File: config.mk
export PLATFORM = sky130hd
export DESIGN_NAME = adc_iq_sequencer
export DESIGN_NICKNAME = d
export VERILOG_FILES = /design/src/rtl/adc_iq_sequencer.sv
export SDC_FILE = /design/constraint.sdc
export NUM_CORES = 1
export LEC_CHECK = 0
export ABC_AREA = 1
export BUFFER_PORTS_ARGS = -buffer_cell sky130_fd_sc_hd__buf_2
export CORE_ASPECT_RATIO = 0.6
export CORE_MARGIN = 3
export CORE_UTILIZATION = 30
export CTS_CLUSTER_SIZE = 16
export DETAILED_ROUTE_END_ITERATION = 6
export GPL_TIMING_DRIVEN = 0
export HOLD_SLACK_MARGIN = 0.05
export PLACE_DENSITY = 0.57
export SYNTH_ARGS = -nofsm -noshare
export SYNTH_HDL_FRONTEND = slang
export SYNTH_SLANG_ARGS = --single-unit
File: constraint.sdc
create_clock -name clk -period 2.39 [get_ports clk]
set_input_delay 0.478 -clock clk [delete_from_list [all_inputs] [get_ports clk]]
set_output_delay 0.478 -clock clk [all_outputs]
set_load 0.1 [all_outputs]
File: src/rtl/adc_iq_sequencer.sv
// adc_iq_sequencer: paces I/Q sample-pair acquisition from a shared ADC
// controller at f_clk/DIV, always converting I before Q, and republishes
// each result as a 10-bit offset-binary sample (en/channel/X). Missed pair
// ticks and response timeouts are reported through sticky flags.
//
// Handshakes: a command transfers on every rising clk edge where
// cmd_valid && cmd_ready; cmd_valid and cmd_channel hold steady from the
// first cycle they assert until that transfer. rsp_valid is a single-cycle
// strobe with no backpressure; it is only looked at in the WAIT states and
// only when rsp_channel names the channel being waited for.
module adc_iq_sequencer #(
  parameter int         DIV     = 200,
  parameter int         TIMEOUT = 64,
  parameter logic [2:0] CH_I    = 3'd6,
  parameter logic [2:0] CH_Q    = 3'd4,
  parameter int         ADC_W   = 12
) (
  input  logic             clk,
  input  logic             rstn,
  input  logic             run,
  output logic             cmd_valid,
  input  logic             cmd_ready,
  output logic [4:0]       cmd_channel,
  input  logic             rsp_valid,
  input  logic [4:0]       rsp_channel,
  input  logic [ADC_W-1:0] rsp_data,
  output logic             en,
  output logic [2:0]       channel,
  output logic [9:0]       X,
  output logic             overrun,
  output logic             timeout_err,
  input  logic             clr_err,
  output logic [2:0]       fsm_state_o
);

  localparam int CW = $clog2(DIV);
  localparam int TW = $clog2(TIMEOUT);

  typedef enum logic [2:0] {
    S_IDLE   = 3'd0,
    S_CMD_I  = 3'd1,
    S_WAIT_I = 3'd2,
    S_CMD_Q  = 3'd3,
    S_WAIT_Q = 3'd4
  } state_t;

  state_t        state_q, state_d;
  logic [CW-1:0] rate_q, rate_d;
  logic [TW-1:0] tcnt_q, tcnt_d;
  logic          cmd_valid_q, cmd_valid_d;
  logic [4:0]    cmd_channel_q, cmd_channel_d;
  logic          en_q, en_d;
  logic [2:0]    channel_q, channel_d;
  logic [9:0]    x_q, x_d;
  logic          overrun_q, overrun_d;
  logic          timeout_q, timeout_d;

  logic tick;
  logic match_i;
  logic match_q;
  logic capture;
  logic [2:0] capture_ch;
  logic to_set;
  logic ov_set;

  // Only the top 10 bits of the ADC result are used; the rest are dropped.
  if (ADC_W > 10) begin : g_lsb
    logic unused_rsp_lsbs;
    assign unused_rsp_lsbs = ^rsp_data[ADC_W-11:0];
  end

  assign tick    = run && (rate_q == CW'(DIV - 1));
  assign match_i = rsp_valid && (rsp_channel == {2'b00, CH_I});
  assign match_q = rsp_valid && (rsp_channel == {2'b00, CH_Q});

  // Pair-rate counter: free-runs 0..DIV-1 while run is high, parked at 0 otherwise.
  always_comb begin
    rate_d = rate_q;
    if (!run || tick) rate_d = '0;
    else              rate_d = rate_q + CW'(1);
  end

  // Next-state logic, response matching, timeout and output staging.
  always_comb begin
    state_d    = state_q;
    tcnt_d     = tcnt_q;
    capture    = 1'b0;
    capture_ch = CH_I;
    to_set     = 1'b0;
    unique case (state_q)
      S_IDLE: begin
        if (tick) state_d = S_CMD_I;
      end
      S_CMD_I: begin
        if (cmd_ready) begin
          state_d = S_WAIT_I;
          tcnt_d  = '0;
        end
      end
      S_WAIT_I: begin
        if (match_i) begin
          capture    = 1'b1;
          capture_ch = CH_I;
          state_d    = S_CMD_Q;
        end else if (tcnt_q == TW'(TIMEOUT - 1)) begin
          to_set  = 1'b1;
          state_d = S_IDLE;
        end else begin
          tcnt_d = tcnt_q + TW'(1);
        end
      end
      S_CMD_Q: begin
        if (cmd_ready) begin
          state_d = S_WAIT_Q;
          tcnt_d  = '0;
        end
      end
      S_WAIT_Q: begin
        if (match_q) begin
          capture    = 1'b1;
          capture_ch = CH_Q;
          state_d    = S_IDLE;
        end else if (tcnt_q == TW'(TIMEOUT - 1)) begin
          // I has already gone out for this pair; downstream copes with a lone I.
          to_set  = 1'b1;
          state_d = S_IDLE;
        end else begin
          tcnt_d = tcnt_q + TW'(1);
        end
      end
      default: state_d = S_IDLE;
    endcase

    // A tick that finds a pair still in flight is dropped, not queued.
    ov_set = tick && (state_q != S_IDLE);

    cmd_valid_d   = (state_d == S_CMD_I) || (state_d == S_CMD_Q);
    cmd_channel_d = 5'd0;
    if (state_d == S_CMD_I) cmd_channel_d = {2'b00, CH_I};
    if (state_d == S_CMD_Q) cmd_channel_d = {2'b00, CH_Q};

    en_d      = capture;
    channel_d = channel_q;
    x_d       = x_q;
    if (capture) begin
      channel_d = capture_ch;
      x_d       = rsp_data[ADC_W-1 -: 10];
    end

    // Set beats clear when both land in the same cycle.
    overrun_d = ov_set || (overrun_q && !clr_err);
    timeout_d = to_set || (timeout_q && !clr_err);
  end

  // State and output registers; async reset returns everything to idle at midscale.
  always_ff @(posedge clk or negedge rstn) begin
    if (!rstn) begin
      state_q       <= S_IDLE;
      rate_q        <= '0;
      tcnt_q        <= '0;
      cmd_valid_q   <= 1'b0;
      cmd_channel_q <= 5'd0;
      en_q          <= 1'b0;
      channel_q     <= 3'd0;
      x_q           <= 10'd512;
      overrun_q     <= 1'b0;
      timeout_q     <= 1'b0;
    end else begin
      state_q       <= state_d;
      rate_q        <= rate_d;
      tcnt_q        <= tcnt_d;
      cmd_valid_q   <= cmd_valid_d;
      cmd_channel_q <= cmd_channel_d;
      en_q          <= en_d;
      channel_q     <= channel_d;
      x_q           <= x_d;
      overrun_q     <= overrun_d;
      timeout_q     <= timeout_d;
    end
  end

  assign cmd_valid   = cmd_valid_q;
  assign cmd_channel = cmd_channel_q;
  assign en          = en_q;
  assign channel     = channel_q;
  assign X           = x_q;
  assign overrun     = overrun_q;
  assign timeout_err = timeout_q;
  assign fsm_state_o = state_q;

endmodule

==> impl_metrics.ini <==
[outcome]
status = complete, no violations

[timing]
period_share_pct = 73.3
worstMarginPinSlew_ns = 0.754
fin_crit_ns = 1.75
hold_viol = 0
fmax_mhz = 571
clock_skew_ns = 0.00588
setup-tns-final_ns = 0
relSlewSlack_pct = 49.8
setup_viol = 0
drv_slew = 0
rsz0062_at_grt = no

[min_path]
min_path_type = input port to async pin

[logic_synthesis]
synth_seq_area_share_pct = 50.8
ys_types = 23
postSynthCellCount = 210
ys_warn_count = 0
synth.avg_cell_area_um2 = 7.99
ys_seq_elements = 34
netlist_area_um2 = 1680

[placed_design]
gp_congestion = 0.777
io_buffers = 41
dp_hpwl_um = 2680

[critical_path]
end_kind = primary output
crit_type = flip-flop to primary output
r2r_cells = 9
cp_cell_sequence = buf_2
cp_max_fo = 8
cp_top_family = flip-flops
crit_cells = 1
slowest_stage = dfrtp_1
r2r_end = X[2]$_DFFE_PN0P_
arrival_ns = 1.27
cpPeakStageDelay_ns = 0.50
cp-start-kind = flip-flop
worstReg2RegStart = fsm_state_o[1]$_DFF_PN0_
cp.required_ns = 1.91
path_buf_inv = 1
ff2ff_setup_slack_ns = 0.87

[pwr]
power_leakage_nw = 1.17
total_power_mw = 1.94
ir_drop_v = 0.000503
p_per_area_nw_per_um2 = 940

[clock_tree]
cts.clk_slew.worst_paths_ns = 0.07
cts_buffers = 5
postCtsSetupRepairBufs = 0
ctsHoldBuffers = 0
cts_sinks = 34
clockBufferDepth = 2
cts_tree = done
cts_resized = 0
htree_levels = 2
cts_root_buf = clkbuf_8
insertion_delay_ns = 0.28

[global_route]
grt_max_degree = 35
antenna_found_initial = 0
grt_overflow = 0
grt_pass1_vias = 1299
grtUsageTotal_pct = 11.7
grt_pass1_wl_um = 5910

[drt]
drtPass1Iterations = 4
via_per_inst = 4.35
ant_nets = 0
routed-via-count = 1427
drt-total-wl_um = 3560
drc = 0
wl_per_cell_um = 10.9
drtIter0Drc = 120

[finish]
num_antenna_cells = 0
fill_cells = 541
syn_to_final_growth_pct = 23.3
final_cell_mix = nand2_1 (71), buf_2 (42), dfrtp_1 (33), nor2_1 (25), inv_1 (18)
mostFrequentLayoutCell = nand2_1
post-route-util_pct = 39.5
drive_gt1_share_pct = 26.7
final_nets = 286

[flow_run]
maxCapViolCount = 0

[floorplan]
coreArea_um2 = 5230
rows = 20
die_w_um = 103
start_util_pct = 32.1
io-pin-count = 48
dieArea_um2 = 6560
die_h_um = 63.9
==> Yosys cell counts, drive strengths merged <==
library cell	count	share of area, %
a21oi	4	1.2
buf	8	4.4
conb	1	0.22
dfrtp	33	49
dfstp	1	1.6
ha	2	1.5
inv	19	4.3
nand2	78	18
nand3	15	5.1
nand4	2	0.75
nor2	26	6.3
nor3	6	2.1
o21ai	12	3.6
or2	1	0.37
xor2	2	1.0
==> layer usage <==
layer  global-route usage (%)  vias up  routed length (um)
li1                         -      746                   -
met1                     17.5      630                1900
met2                     14.8       46                1300
met3                     4.69        5                 316
met4                     3.93        0                  50
met5                        0        -                   0
==> logic make-up after synthesis <==
kind of cell / Yosys count / share of synthesized area [%]
AO/OA/AOI/OAI: 16 / 4.77
flip-flops: 34 / 50.8
AND/OR/NAND/NOR: 128 / 33.0
other: 1 / 0.223
buffers and inverters: 27 / 8.65
adder cells (fa/ha/maj): 2 / 1.49
XOR/XNOR: 2 / 1.04
==> power breakdown <==
part           switching (mW)  internal [mW]  leakage (nW)
clock                   0.203          0.232        0.0482
sequential             0.0776          0.678         0.443
combinational           0.590          0.163         0.678
==> worst max path at each step <==
stage                             startpoint                      to  slack (ns)
floorplan           fsm_state_o[1]$_DFF_PN0_  channel[2]$_DFFE_PN0P_        0.41
global placement              rsp_channel[0]  channel[1]$_DFFE_PN0P_        0.79
detailed placement            rsp_channel[0]        X[2]$_DFFE_PN0P_        0.78
CTS                 fsm_state_o[0]$_DFF_PN0_          fsm_state_o[0]        0.61
global route        fsm_state_o[0]$_DFF_PN0_          fsm_state_o[0]        0.59
finish              fsm_state_o[0]$_DFF_PN0_          fsm_state_o[0]        0.64
==> through the flow <==
step | setup slack [ns] | area, um^2 | std cells | hold WS, ns
floorplan | 0.409 | 1690 | 213 | 0.182
finish | 0.638 | 2070 | 328 | 0.262
global route | 0.586 | 2070 | 328 | 0.319
global placement | 0.792 | 1980 | 320 | 0.449
CTS | 0.614 | 2070 | 328 | 0.290
detailed placement | 0.779 | 1980 | 320 | 0.452
==> flip-flops by register name (all words and copies together), names as in the netlist <==
name / flops
X: 10
rate_q: 8
tcnt_q: 6
fsm_state_o: 3
channel: 2
cmd_channel: 1
cmd_valid: 1
en: 1
overrun: 1
timeout_err: 1
==> area by class of cell <==
type,instances,area (um^2),area share (%)
timing repair buffer,41,205,9.92
clock buffer,7,86.3,4.17
buffer,8,73.8,3.57
tap,66,82.6,3.99
inverter,19,71.3,3.45
sequential,34,852,41.2
clock inverter,1,5.00,0.242
multi-input combinational,152,692,33.5
Power figures use the tool's default switching activity.
